`src/rtl/ds_decimator_if.sv`:
```
// Output sample channel of the sinc3 decimator: valid/ready data plus sticky overflow.
interface ds_decimator_if #(
    parameter int C_OUT_BITS = 16
);
    logic [C_OUT_BITS-1:0] DATA;
    logic                  VALID;
    logic                  READY;
    logic                  OVR;
    logic                  CLR_OVR;

    modport master (output DATA, VALID, OVR, input READY, CLR_OVR);
    modport slave  (input DATA, VALID, OVR, output READY, CLR_OVR);
endinterface

```
`src/rtl/ds_decimator.sv`:
```
// Third-order CIC (sinc3) decimator for the 1-bit delta-sigma bitstream,
// with a one-deep valid/ready output register and sticky overflow flag.
//
// state  | meaning
// IDLE   | filter and decimation counter held at zero
// SETTLE | filter running, first two decimated results discarded
// RUN    | every decimated result offered to the output register
module ds_decimator #(
    parameter int C_DEC_LOG2 = 6,
    parameter int C_OUT_BITS = 16
) (
    input  logic           CLK,
    input  logic           RST,
    input  logic           EN,
    input  logic           DS_STB,
    input  logic           DS_IN,
    ds_decimator_if.master smp
);
    localparam int W  = 3*C_DEC_LOG2 + 1;
    localparam int SW = 3*C_DEC_LOG2;

    typedef enum logic [1:0] {IDLE, SETTLE, RUN} state_t;

    state_t                state;
    logic                  settle_cnt;
    logic [C_DEC_LOG2-1:0] dec_cnt;
    logic [W-1:0]          int1, int2, int3;
    logic [W-1:0]          comb_in, z1, z2, z3;
    logic                  dec_pend;
    logic                  res_vld;
    logic [C_OUT_BITS-1:0] res_q;

    logic [W-1:0]          int1_nx, int2_nx, int3_nx;
    logic [W-1:0]          d1, d2, d3;
    logic [C_OUT_BITS-1:0] res_data;
    logic                  accept, dec_point, filt_clr;
    logic                  unused_d3;

    assign filt_clr  = !EN || (state == IDLE);
    assign accept    = DS_STB && !filt_clr;
    assign dec_point = accept && (dec_cnt == {C_DEC_LOG2{1'b1}});
    assign unused_d3 = ^d3;

    // Integrators chain combinationally so the latched value includes the current bit.
    always_comb begin
        int1_nx  = int1 + {{(W-1){1'b0}}, DS_IN};
        int2_nx  = int2 + int1_nx;
        int3_nx  = int3 + int2_nx;
        d1       = comb_in - z1;
        d2       = d1 - z2;
        d3       = d2 - z3;
        res_data = d3[SW] ? {C_OUT_BITS{1'b1}} : d3[SW-1 -: C_OUT_BITS];
    end

    always_ff @(posedge CLK) begin
        if (RST || filt_clr) begin
            dec_cnt  <= '0;
            int1     <= '0;
            int2     <= '0;
            int3     <= '0;
            comb_in  <= '0;
            z1       <= '0;
            z2       <= '0;
            z3       <= '0;
            dec_pend <= 1'b0;
        end else begin
            dec_pend <= dec_point;
            if (accept) begin
                int1    <= int1_nx;
                int2    <= int2_nx;
                int3    <= int3_nx;
                dec_cnt <= dec_cnt + 1'b1;
            end
            if (dec_point) begin
                comb_in <= int3_nx;
            end
            if (dec_pend) begin
                z1 <= comb_in;
                z2 <= d1;
                z3 <= d2;
            end
        end
    end

    always_ff @(posedge CLK) begin
        if (RST) begin
            state      <= IDLE;
            settle_cnt <= 1'b0;
            res_vld    <= 1'b0;
            res_q      <= '0;
        end else if (!EN) begin
            state      <= IDLE;
            settle_cnt <= 1'b0;
            res_vld    <= 1'b0;
        end else begin
            res_vld <= 1'b0;
            case (state)
                IDLE: begin
                    state      <= SETTLE;
                    settle_cnt <= 1'b0;
                end
                SETTLE: begin
                    if (dec_pend) begin
                        if (settle_cnt) begin
                            state <= RUN;
                        end
                        settle_cnt <= 1'b1;
                    end
                end
                RUN: begin
                    if (dec_pend) begin
                        res_vld <= 1'b1;
                        res_q   <= res_data;
                    end
                end
                default: state <= IDLE;
            endcase
        end
    end

    // A result arriving while the held sample is not being taken is dropped.
    always_ff @(posedge CLK) begin
        if (RST) begin
            smp.DATA  <= '0;
            smp.VALID <= 1'b0;
            smp.OVR   <= 1'b0;
        end else begin
            if (res_vld) begin
                if (!smp.VALID || smp.READY) begin
                    smp.DATA  <= res_q;
                    smp.VALID <= 1'b1;
                end
            end else if (smp.VALID && smp.READY) begin
                smp.VALID <= 1'b0;
            end

            if (res_vld && smp.VALID && !smp.READY) begin
                smp.OVR <= 1'b1;
            end else if (smp.CLR_OVR) begin
                smp.OVR <= 1'b0;
            end
        end
    end
endmodule

```
`src/flat_wrapper.sv`:
```
// flat-port wrapper written by rule: the top's interface ports become plain ports
module ds_decimator_flat 
#(
    parameter int C_DEC_LOG2 = 6,
    parameter int C_OUT_BITS = 16
)
  (CLK, RST, EN, DS_STB, DS_IN, smp_DATA, smp_VALID, smp_OVR, smp_READY, smp_CLR_OVR);
  ds_decimator_if #(.C_OUT_BITS(C_OUT_BITS)) smp_i ();
  input  logic CLK;
  input  logic RST;
  input  logic EN;
  input  logic DS_STB;
  input  logic DS_IN;
  output wire logic [$bits(smp_i.DATA)-1:0] smp_DATA;
  output wire logic [$bits(smp_i.VALID)-1:0] smp_VALID;
  output wire logic [$bits(smp_i.OVR)-1:0] smp_OVR;
  input wire logic [$bits(smp_i.READY)-1:0] smp_READY;
  input wire logic [$bits(smp_i.CLR_OVR)-1:0] smp_CLR_OVR;
  assign smp_DATA = smp_i.DATA;
  assign smp_VALID = smp_i.VALID;
  assign smp_OVR = smp_i.OVR;
  assign smp_i.READY = smp_READY;
  assign smp_i.CLR_OVR = smp_CLR_OVR;
  ds_decimator #(.C_DEC_LOG2(C_DEC_LOG2), .C_OUT_BITS(C_OUT_BITS)) u_core (.CLK(CLK), .RST(RST), .EN(EN), .DS_STB(DS_STB), .DS_IN(DS_IN), .smp(smp_i));
endmodule
```
`config.mk`:
```
export PLATFORM = sky130hd
export DESIGN_NAME = ds_decimator_flat
export DESIGN_NICKNAME = d
export VERILOG_FILES = /design/src/rtl/ds_decimator_if.sv /design/src/rtl/ds_decimator.sv /design/src/flat_wrapper.sv
export SDC_FILE = /design/constraint.sdc
export NUM_CORES = 1
export LEC_CHECK = 0
export ABC_CLOCK_PERIOD_IN_PS = 14900
export BUFFER_PORTS_ARGS = -buffer_cell sky130_fd_sc_hd__buf_2
export CORE_MARGIN = 2
export CORE_UTILIZATION = 50
export DETAILED_ROUTE_END_ITERATION = 7
export GPL_ROUTABILITY_DRIVEN = 0
export PLACE_DENSITY = 0.64
export SETUP_SLACK_MARGIN = 0.15
export SLEW_MARGIN = 10
export SYNTH_ARGS = -nofsm -noshare
export SYNTH_HDL_FRONTEND = slang
export SYNTH_SLANG_ARGS = --single-unit
export TNS_END_PERCENT = 5
```
`constraint.sdc`:
```
create_clock -name CLK -period 14.9 [get_ports CLK]
set_input_delay 1.49 -clock CLK [delete_from_list [all_inputs] [get_ports CLK]]
set_output_delay 1.49 -clock CLK [all_outputs]
set_load 0.02 [all_outputs]
```
Word-level counts from Yosys, hierarchy flattened
Cells that the tools add are included.
W data, S select, Z words.
- register bits: 178
- input port bits: 7
- output and inout bits: 18
- logic and storage cells: 66
- add/sub/neg operators: 7
- eq/ne operators: 6
- muxes and demuxes: 12
- bitwise logic cells: 2
- reduce and logical (&&, ||, !) cells: 23
- operators with widths (cell ; number):
    $sub A19 B19 Y19 ; 3
    $add A19 B19 Y19 ; 2
    $add A19 B1 Y19 ; 1
    $mux W16 ; 1
    $mux W1 ; 7
    $add A6 B1 Y6 const B ; 1
    $eq A6 B6 Y1 const B ; 1
    $pmux W2 S3 ; 1
    $reduce_and A2 Y1 ; 3
    $reduce_and A3 Y1 ; 2
    $reduce_bool A2 Y1 ; 3
    $logic_and A1 B1 Y1 ; 5
    $logic_not A1 Y1 ; 4
    $mux W2 ; 2
    $ne A2 B1 Y1 const B ; 2
    $logic_or A1 B1 Y1 ; 3
    $reduce_or A3 Y1 ; 1
    $eq A2 B1 Y1 const B ; 1
    $eq A2 B2 Y1 const B ; 1
    $logic_not A2 Y1 ; 1
    $ne A2 B2 Y1 const B ; 1
    $not A1 Y1 ; 2
    $pmux W1 S2 ; 1
    $reduce_or A2 Y1 ; 1

Logic depth before layout (Yosys ltp)
Gate-level depths: netlist (run 1).
- depth in word-level cells: 5
- gate-level depth with buffers: 29
- mapped depth without buffers: 28

Worst setup path after synthesis (run 1)
Ideal clock, no wire load.
- kind: register to register
- from: register u_core.comb_in[0]
- to: register u_core.res_q[11]
- setup time: 88 ps
- arrival: 5499 ps
- slack: 9313 ps
- stages on the path, launching flop included: 27
- buffers on the path: 1
- period minus slack after synthesis: 5587 ps
- cells stage by stage: dfxtp_1 -> inv_1 -> ha_1 -> inv_1 -> fa_1 -> a21o_1 -> nand4_1 -> nand3_1 -> nor2_1 -> xnor2_1 -> ha_1 -> or4_1 -> o21ai_0 -> o21ai_0 -> a41oi_1 -> xnor2_1 -> ha_1 -> and3_1 -> nand3_1 -> o21a_1 -> o211a_1 -> nor3_1 -> a21oi_1 -> o21ba_2 -> xnor3_2 -> buf_6 -> a311oi_2
- cells in the longest elaborated chain, start to end: 4
- ends and longest elaborated chain (what ; line ; source):
    start: declaration ; ds_decimator.sv:28 ; logic [W-1:0] comb_in, z1, z2, z3;
    start signal: assignment ; ds_decimator.sv:75 ; comb_in <= int3_nx;
    $sub A19 B19 Y19 ; ds_decimator.sv:49 ; d1 = comb_in - z1;
    named net u_core.d1[6] ; ds_decimator.sv:34 ; logic [W-1:0] d1, d2, d3;
    $sub A19 B19 Y19 ; ds_decimator.sv:50 ; d2 = d1 - z2;
    named net u_core.d2[13] ; ds_decimator.sv:34 ;
    $sub A19 B19 Y19 ; ds_decimator.sv:51 ; d3 = d2 - z3;
    $mux W16 ; ds_decimator.sv:52 ; res_data = d3[SW] ? {C_OUT_BITS{1'b1}} : d3[SW-1 -: C_OUT_BITS];
    end signal: assignment ; ds_decimator.sv:113 ; res_q <= res_data;
    end: declaration ; ds_decimator.sv:31 ; logic [C_OUT_BITS-1:0] res_q;
The timed path passes the listed nets, and every way through them passes these cells.
A chain may end at the register's enable or synchronous reset.

Final worst setup path (run 1)
- from: register u_core.comb_in[0]
- to: register u_core.res_q[2]
The elaborated chain is that of the path after synthesis.

==> results of run 1 <==
[per-layer routing]
metal | wire length [um] | track usage | part of all wire | up-vias
met2 | 10600 | 0.362 | 0.49 | 74
met5 | 0 | 0 | 0 | -
li1 | - | - | - | 4478
met4 | 367 | 0.0646 | 0.017 | 0
met3 | 465 | 0.0364 | 0.022 | 23
met1 | 9990 | 0.236 | 0.47 | 3844
[cell usage after synthesis (all sizes together) (15+ instances only)]
master / number
mux2i: 47
a21o: 29
ha: 92
a21oi: 111
o21ai: 33
xnor2: 66
xor2: 48
nor3: 19
inv: 80
clkbuf: 44
nand3: 34
dfxtp: 178
a311oi: 15
nand2: 145
nor2: 158
[final timing paths]
kind | from | to | slack (ns) | cells after the start
min | u_core.smp.DATA[1]$_SDFFE_PP0P_ | u_core.smp.DATA[1]$_SDFFE_PP0P_ | 0.45 | 2
max reg2reg | u_core.comb_in[0]$_SDFFE_PP0P_ | u_core.res_q[2]$_SDFFE_PP0P_ | 8.62 | 25
max | u_core.comb_in[0]$_SDFFE_PP0P_ | u_core.res_q[2]$_SDFFE_PP0P_ | 8.62 | 25
min reg2reg | u_core.smp.DATA[1]$_SDFFE_PP0P_ | u_core.smp.DATA[1]$_SDFFE_PP0P_ | 0.45 | 2
[sequential cells by signal (all words and copies together) (netlist names)]
signal and count:
u_core.comb_in 19, u_core.int1 19, u_core.int2 19, u_core.int3 19, u_core.z1 19, u_core.z2 19
u_core.z3 19, u_core.res_q 16, u_core.smp.DATA 16, u_core.dec_cnt 6, u_core.state 2, u_core.dec_pend 1
u_core.res_vld 1, u_core.settle_cnt 1, u_core.smp.OVR 1, u_core.smp.VALID 1
[worst max-delay path: cells and delay by family, from the launching register on]
family	cells	cell delay (ns)
compound gates	9	2.24
simple gates	7	1.50
fa+ha+maj	4	1.17
xor+xnor	3	0.81
flops	1	0.33
buf+inv	2	0.10
[layout make-up]
cell class	instances	area, um2	area share
Clock buffer	19	433	0.0372
Clock inverter	13	194	0.0166
Inverter	80	300	0.0258
Multi-Input combinational cell	982	6660	0.571
Sequential cell	178	3570	0.306
Tap cell	275	344	0.0295
Timing Repair Buffer	29	158	0.0135
[cell usage in the layout, fill, tap and decap left out, types with 6 or more instances in the layout]
cell type,synthesis,routed
o21a_1,14,14
nand2b_1,6,6
ha_1,92,92
o31ai_1,7,7
o211ai_1,6,6
clkbuf_16,0,17
nor2b_1,13,13
inv_1,80,80
buf_2,1,24
nor2_1,158,156
nand2_1,145,145
a211oi_1,11,11
o221a_2,14,14
xor2_1,48,48
o21ai_0,32,32
a311oi_2,7,7
a31oi_1,12,12
a21o_1,28,28
or3_1,12,12
nor3_1,19,19
mux2i_1,47,47
a311oi_1,8,8
and3_1,13,13
nand3_1,34,34
xnor2_1,66,66
dfxtp_1,178,177
o21bai_1,9,9
a21oi_1,111,111
nand4_1,8,8
[cells by family after synthesis]
logic type,count (synthesis),share of synthesized area
adders and majority gates,96,0.115
AOI/OAI and AO/OA,292,0.186
xor gates and xnor gates,117,0.0994
muxes,48,0.0449
and+or+nand+nor,429,0.174
DFF,178,0.332
buffers and inverters,136,0.0487
[stage by stage]
stage / total power, uW / hold WS, ns / util / setup WS [ns] / area, um2
2_1_floorplan: 500 / 0.431 / - / 9.31 / 10700
3_3_place_gp: 504 / 0.442 / 0.524 / 8.63 / 11000
3_5_place_dp: 504 / 0.444 / 0.524 / 8.63 / 11000
4_1_cts: 987 / 0.454 / 0.554 / 8.59 / 11700
5_1_grt: 1010 / 0.470 / 0.554 / 8.01 / 11700
6_report: 974 / 0.453 / 0.554 / 8.62 / 11700
[power by group]
part	switching (uW)	leakage (uW)	internal, uW
clock	196	0.000310	285
combinational	11.9	0.00281	4.35
sequential	0.703	0.00143	476
total	208	0.00455	765
==> flow_metrics.py, run 1 <==
metrics = {
    "flow_run": {
        "cap_violations": 0,
    },
    "timing": {
        "skew_ns": 0.0125,
        "period_needed_ns": 6.28,
        "setup_violations": 0,
        "hold_viol": 0,
        "report.final.slew_viol_count": 0,
        "slew_headroom": 0.267,
        "fin_tns_setup_ns": 0,
        "fmax_mhz": 159,
        "final.period_utilization": 0.422,
        "worst_slew_pin_slew_ns": 1.10,
        "rsz0062_at_grt": "no",
    },
    "cells_and_area": {
        "antennaDiodeCount": 0,
        "area_growth_pct": 8.54,
        "drive_above_1_share": 0.0761,
        "fin_cells": 1576,
        "nFillCells": 1922,
        "nets": 1391,
    },
    "worst_hold_path": {
        "hp-class": "flop to flop",
    },
    "die": {
        "die_y_um": 151,
        "rows": 53,
        "fp.dieW_um": 151,
        "die-area_um2": 22700,
        "initial_utilization": 0.511,
        "pin_count": 25,
        "fp.coreArea_um2": 21000,
    },
    "yosys": {
        "syn_inst": 1296,
        "async_flop_share": 0,
        "synth_top_area_frac": 0.332,
        "synth_flop_cell": "dfxtp_1",
        "syn_area_um2": 10700,
        "yosysWarnings": 0,
        "yosysSeqAreaShare": 0.332,
        "syn_nets": 1399,
        "synth_seq_cells": 178,
        "synth_area_leaders": "dfxtp_1 33%, ha_1 11%, nor2_1 5.5%, xnor2_1 5.4%, a21oi_1 5.2%",
        "syn-mean-instance-area_um2": 8.28,
        "synth_edf_count": 0,
        "synth.distinct_cells": 63,
        "yosysTopAreaCell": "dfxtp_1",
    },
    "global_routing": {
        "grt.total_usage": 0.199,
        "grt_pass1_vias": 8075,
        "grt_first_pass_wirelength_um": 37000,
        "grt_max_degree": 85,
        "antenna_found_initial": 0,
        "overflow": 0,
    },
    "clock_network": {
        "clkSinkCount": 178,
        "cts_buffers": 17,
        "h-tree-depth": 4,
        "cts_buffer_depth": 2,
        "cts-resized-gates": 0,
        "holdBufCountCts": 0,
        "root_buffer": "clkbuf_16",
        "cts_tree": "yes",
        "postCtsSetupBuffers": 0,
        "cts.clk_slew.worst_paths_ns": 0.07,
        "clock_latency_ns": 0.43,
    },
    "place": {
        "post-dp-hpwl_um": 15300,
        "dp_cells": 1544,
        "portBuffers": 24,
    },
    "power": {
        "power_density_nw_per_um2": 83.6,
        "p_leak_uw": 0.00455,
        "peakVddDrop_mv": 0.0722,
    },
    "critical_path": {
        "crit_path_end_kind": "flop",
        "worstPathArrival_ns": 6.62,
        "required_ns": 15.24,
        "crit_slowest_cell": "xnor3_2",
        "crit_fanout": 16,
        "path_common_cell": "ha_1",
        "worstSetupPathType": "flop to flop",
        "cp_slowest_stage_delay_ns": 0.56,
        "start_kind": "flop",
    },
    "routing": {
        "wl_per_cell_um": 13.6,
        "drtAntennaViolNets": 0,
        "viasPerCell": 5.34,
        "drt_iter0_drc": 366,
        "wl_um": 21400,
        "drc": 0,
        "vias": 8419,
        "dr.pass1.iters": 5,
    },
    "outcome": {
        "status": "completed",
    },
}
No activity file was read; power rests on OpenSTA's default activity.
==> run 2, diff against run 1 <==
- ABC_AREA: not set -> 1
- ABC_CLOCK_PERIOD_IN_PS: 14900 -> 6150
- clock period: 14.9 -> 6.15 ns (I/O delays scaled with it)
==> flow_metrics.py, run 2 <==
metrics = {
    "yosys": {
        "yosysTopAreaCell": "dfxtp_1",
        "yosysMostFrequentCell": "inv_1",
        "synth_seq_cells": 178,
        "syn_area_um2": 11400,
        "yosysSeqAreaShare": 0.312,
        "synth_top_area_frac": 0.312,
        "synth_flop_cell": "dfxtp_1",
        "yosysWarnings": 0,
        "synthTopCellsByCount": "278 x inv_1, 207 x nand2_1, 193 x nor2_1, 189 x a21oi_1, 178 x dfxtp_1",
        "syn-mean-instance-area_um2": 6.95,
        "synth.distinct_cells": 40,
        "synth_edf_count": 0,
        "syn_nets": 1744,
        "async_flop_share": 0,
        "syn_inst": 1641,
        "synth_area_leaders": "dfxtp_1 31%, ha_1 10%, inv_1 9.1%, a21oi_1 8.3%, nand2_1 6.8%",
    },
    "flow_run": {
        "cap_violations": 0,
    },
    "cells_and_area": {
        "layout_common_cells": "277 x inv_1, 207 x nand2_1, 191 x nor2_1",
        "antennaDiodeCount": 0,
        "fin_cells": 1937,
        "area_growth_pct": 8.31,
        "nets": 1742,
        "nFillCells": 2209,
        "stdcell_area_um2": 12400,
        "utilization": 0.549,
        "drive_above_1_share": 0.0587,
        "layout_commonest_cell": "inv_1",
    },
    "critical_path": {
        "cp_num_buf_inv": 5,
        "r2r-end": "u_core.res_q[2]$_SDFFE_PP0P_",
        "crit_slowest_cell": "fa_1",
        "required_ns": 6.48,
        "crit_fanout": 16,
        "worstSetupPathType": "flop to flop",
        "worstPathArrival_ns": 5.48,
        "cpLargestDelayFamily": "simple AND/OR/NAND/NOR gates",
        "reg2reg_slack_ns": 1.00,
        "r2r_cells": 31,
        "path_common_cell": "nand2_1",
        "cp.depth": 31,
        "crit_path_end_kind": "flop",
        "r2r-start": "u_core.comb_in[0]$_SDFFE_PP0P_",
        "crit_path_end": "u_core.res_q[2]$_SDFFE_PP0P_",
        "startpoint": "u_core.comb_in[0]$_SDFFE_PP0P_",
        "cp_slowest_stage_delay_ns": 0.42,
        "start_kind": "flop",
    },
    "clock_network": {
        "cts_buffers": 17,
        "clock_latency_ns": 0.44,
        "holdBufCountCts": 0,
        "cts_buffer_depth": 2,
        "cts.clk_slew.worst_paths_ns": 0.08,
        "clkSinkCount": 178,
        "root_buffer": "clkbuf_16",
        "cts-resized-gates": 0,
        "cts_tree": "yes",
        "h-tree-depth": 4,
        "postCtsSetupBuffers": 0,
    },
    "power": {
        "p_leak_uw": 0.00625,
        "power_density_nw_per_um2": 190,
        "peakVddDrop_mv": 0.176,
    },
    "timing": {
        "report.final.slew_viol_count": 0,
        "fin_tns_setup_ns": 0,
        "hold_viol": 0,
        "rsz0062_at_grt": "no",
        "fin_ws_ns": 1.00,
        "setup_violations": 0,
        "fmax_mhz": 194,
        "final.period_utilization": 0.837,
        "worst_slew_pin_slew_ns": 1.06,
        "slew_headroom": 0.296,
        "period_needed_ns": 5.15,
        "skew_ns": 0.0143,
    },
    "global_routing": {
        "grt_max_degree": 71,
        "grt.total_usage": 0.218,
        "grt_pass1_vias": 9376,
        "grt_first_pass_wirelength_um": 43300,
        "overflow": 0,
        "antenna_found_initial": 0,
    },
    "routing": {
        "vias": 10100,
        "wl_per_cell_um": 13.4,
        "drtAntennaViolNets": 0,
        "wl_um": 25900,
        "drc": 0,
        "drt_iter0_drc": 451,
        "dr.pass1.iters": 5,
        "viasPerCell": 5.23,
    },
    "die": {
        "die_y_um": 155,
        "rows": 55,
        "fp.dieW_um": 155,
        "die-area_um2": 24000,
        "fp.coreArea_um2": 22500,
        "pin_count": 25,
        "initial_utilization": 0.507,
    },
    "worst_hold_path": {
        "hold_depth": 4,
        "hp-class": "input pin to flop",
    },
    "place": {
        "pre_cts_slack_ns": 0.978,
        "dpl_cell_area_um2": 11700,
        "dp_cells": 1905,
        "post-dp-hpwl_um": 19100,
        "portBuffers": 24,
    },
    "outcome": {
        "status": "completed",
    },
}
==> run 2: changes by cell type after synthesis, moves of 17 or more <==
cell,delta
a21o_1,-22
a21oi_1,+78
inv_1,+198
mux2i_1,-47
nand2_1,+62
nand3_1,+29
nor2_1,+35
o21ai_0,+99
o21ai_1,+17
xnor2_1,-42
xor2_1,+19
==> run 2: worst min-delay path by stage <==
stage / from / to / slack, ns
after floorplan: u_core.dec_cnt[5]$_SDFFE_PP0P_ / u_core.dec_cnt[5]$_SDFFE_PP0P_ / 0.44
after global placement: u_core.smp.OVR$_SDFFE_PP0P_ / u_core.smp.OVR$_SDFFE_PP0P_ / 0.45
final: smp_CLR_OVR / u_core.smp.OVR$_SDFFE_PP0P_ / 0.42
after global routing: smp_CLR_OVR / u_core.smp.OVR$_SDFFE_PP0P_ / 0.41
after CTS: smp_CLR_OVR / u_core.smp.OVR$_SDFFE_PP0P_ / 0.41
after detailed placement: u_core.smp.OVR$_SDFFE_PP0P_ / u_core.smp.OVR$_SDFFE_PP0P_ / 0.45
==> run 2: through the flow <==
stage | hold WS (ns) | power [uW]
after global placement | 0.449 | 1230
after detailed placement | 0.453 | 1230
after floorplan | 0.439 | 1220
after global routing | 0.408 | 2430
final | 0.419 | 2350
after CTS | 0.406 | 2380
==> run 2: logic make-up after synthesis <==
group,Yosys count,synth area share
adder cells (fa/ha/maj),96,0.108
buffers and inverters,334,0.112
XOR/XNOR,91,0.0699
AND/OR/NAND/NOR,526,0.199
AO/OA/AOI/OAI,416,0.199
flip-flops,178,0.312
==> run 2: power by group <==
part	switching [uW]	total (uW)	internal, uW
sequential	2.11	1160	1150
clock	527	1150	621
combinational	35.9	48.2	12.3
==> run 2: layer usage <==
layer	track usage	wire, um
met1	0.257	11900
met3	0.0315	520
met2	0.407	12900
met5	0	0
met4	0.0675	512
==> run 2: worst min-delay path, delay by kind of cell <==
kind                   cells  cell delay [ns]
AO/OA/AOI/OAI              1             0.05
AND/OR/NAND/NOR            1             0.04
buffers and inverters      2             0.10
==> run 2: cell type report <==
type / instances / area (um2) / area share
clock inverter: 15 / 190 / 0.0154
clock buffer: 17 / 425 / 0.0344
sequential: 178 / 3560 / 0.288
inverter: 281 / 1050 / 0.0853
tap: 285 / 357 / 0.0289
timing repair buffer: 32 / 180 / 0.0146
multi-input combinational: 1129 / 6590 / 0.533
==> run 3, diff against run 2 <==
- ABC_CLOCK_PERIOD_IN_PS: 6150 -> 4950
- clock period: 6.15 -> 4.95 ns (I/O delays scaled with it)
==> flow_metrics.py, run 3 (synthesis gave the netlist of run 2 again) <==
metrics = {
    "routing": {
        "drt_iter0_drc": 531,
        "vias": 10400,
        "viasPerCell": 5.22,
        "wl_um": 27200,
        "dr.pass1.iters": 5,
        "wl_per_cell_um": 13.7,
        "drtAntennaViolNets": 0,
        "drc": 0,
    },
    "place": {
        "post-dp-hpwl_um": 19400,
        "portBuffers": 24,
        "dpl_cell_area_um2": 12000,
    },
    "cells_and_area": {
        "layout_commonest_cell": "inv_1",
        "utilization": 0.593,
        "stdcell_area_um2": 13300,
        "layout_common_cells": "273 x inv_1, 195 x nand2_1, 184 x nor2_1",
        "nets": 1793,
        "drive_above_1_share": 0.142,
        "antennaDiodeCount": 0,
        "area_growth_pct": 16.9,
    },
    "critical_path": {
        "worstPathArrival_ns": 5.01,
        "r2r-start": "u_core.comb_in[0]$_SDFFE_PP0P_",
        "r2r_cells": 32,
        "worstSetupPathType": "flop to flop",
        "crit_path_end": "u_core.res_q[0]$_SDFFE_PP0P_",
        "startpoint": "u_core.comb_in[0]$_SDFFE_PP0P_",
        "start_kind": "flop",
        "r2r-end": "u_core.res_q[0]$_SDFFE_PP0P_",
        "path_common_cell": "nand2_1",
        "crit_fanout": 8,
        "crit_slowest_cell": "fa_2",
        "reg2reg_slack_ns": 0.27,
        "cp_slowest_stage_delay_ns": 0.41,
        "required_ns": 5.28,
        "crit_path_end_kind": "flop",
    },
    "timing": {
        "final.period_utilization": 0.945,
        "hold_viol": 0,
        "worst_slew_pin_slew_ns": 0.872,
        "slew_headroom": 0.418,
        "period_needed_ns": 4.68,
        "fmax_mhz": 214,
        "setup_violations": 0,
        "report.final.slew_viol_count": 0,
        "rsz0062_at_grt": "yes",
        "skew_ns": 0.0146,
    },
    "global_routing": {
        "overflow": 0,
        "grt.total_usage": 0.226,
        "grt_pass1_vias": 9852,
        "grt_max_degree": 71,
        "antenna_found_initial": 0,
        "grt_first_pass_wirelength_um": 45200,
    },
    "clock_network": {
        "root_buffer": "clkbuf_16",
        "cts_buffer_depth": 2,
        "h-tree-depth": 4,
        "cts.clk_slew.worst_paths_ns": 0.08,
        "holdBufCountCts": 0,
        "cts_tree": "yes",
        "clock_latency_ns": 0.43,
        "cts_buffers": 17,
        "clkSinkCount": 178,
    },
    "power": {
        "p_leak_uw": 0.00660,
        "peakVddDrop_mv": 0.186,
        "power_density_nw_per_um2": 216,
    },
    "die": {
        "rows": 55,
        "die_y_um": 155,
        "fp.dieW_um": 155,
        "initial_utilization": 0.507,
        "die-area_um2": 24000,
        "fp.coreArea_um2": 22500,
        "pin_count": 25,
    },
    "worst_hold_path": {
        "hold_depth": 4,
        "hp-class": "input pin to flop",
    },
    "outcome": {
        "status": "completed",
    },
    "flow_run": {
        "cap_violations": 0,
    },
}
==> run 3: cell count changes in the layout (fill, tap and decap cells not counted), sizes merged <==
| cell | previous run | this run |
|---|---|---|
| clkbuf | 17 | 18 |
| clkinv | 5 | 6 |
| bufinv | 2 | 1 |
| clkinvlp | 1 | 0 |
| buf | 32 | 82 |
| nand2 | 211 | 212 |
==> run 3: layout make-up <==
class	count	area, um2
Timing Repair Buffer	82	572
Tap cell	285	357
Clock buffer	18	439
Inverter	281	1060
Clock inverter	14	159
Fill cell	2076	9170
Sequential cell	178	3570
Multi-Input combinational cell	1130	7190
==> run 3: worst min path at each step <==
| stage | start | to | slack (ns) |
|---|---|---|---|
| 6_report | smp_CLR_OVR | u_core.smp.OVR$_SDFFE_PP0P_ | 0.31 |
| 4_1_cts | smp_CLR_OVR | u_core.smp.OVR$_SDFFE_PP0P_ | 0.29 |
| 2_1_floorplan | u_core.dec_cnt[5]$_SDFFE_PP0P_ | u_core.dec_cnt[5]$_SDFFE_PP0P_ | 0.44 |
| 3_3_place_gp | u_core.smp.OVR$_SDFFE_PP0P_ | u_core.smp.OVR$_SDFFE_PP0P_ | 0.45 |
| 3_5_place_dp | u_core.smp.OVR$_SDFFE_PP0P_ | u_core.smp.OVR$_SDFFE_PP0P_ | 0.45 |
| 5_1_grt | smp_CLR_OVR | u_core.smp.OVR$_SDFFE_PP0P_ | 0.28 |
==> run 3: report_power, final <==
group / switching, uW / leakage (uW) / total (uW) / internal [uW]
Sequential: 2.45 / 0.00144 / 1440 / 1430
Combinational: 45.5 / 0.00486 / 64.0 / 18.5
Clock: 639 / 0.000297 / 1370 / 735
Total: 687 / 0.00660 / 2880 / 2190
==> run 3: layer usage <==
metal,global-route usage,wire (um),vias up
met5,0,0,-
met4,0.0679,588,0
met3,0.0354,629,43
met2,0.418,13900,139
met1,0.269,12100,4734
li1,-,-,5462
==> run 3: critical path, delay by kind of cell, from the launching register on <==
family                   cells  cell delay [ns]
AND/OR/NAND/NOR             14             1.45
flip-flops                   1             0.32
XOR/XNOR                     1             0.19
AO/OA/AOI/OAI                8             1.02
adder cells (fa/ha/maj)      4             1.25
buffers and inverters        5             0.33
==> run 3: metrics by stage <==
step | worst slack, ns | instances | power (uW) | setup TNS, ns | hold slack, ns
2_1_floorplan | 0.456 | 1641 | 1510 | 0 | 0.439
3_3_place_gp | -0.0367 | 1936 | 1530 | -0.0703 | 0.448
3_5_place_dp | -0.106 | 1936 | 1530 | -1.10 | 0.453
4_1_cts | 0.157 | 1971 | 2910 | 0 | 0.291
5_1_grt | -0.00574 | 1988 | 2980 | -0.00574 | 0.285
6_report | 0.273 | 1988 | 2880 | 0 | 0.306
==> run 3: timing repair <==
action / CTS / global route
pin swaps: 6 / 55
setup endpoints to repair: 16 / 27
buffers inserted: 2 / 17
resized for setup: 16 / 119
gates cloned: 1 / 0
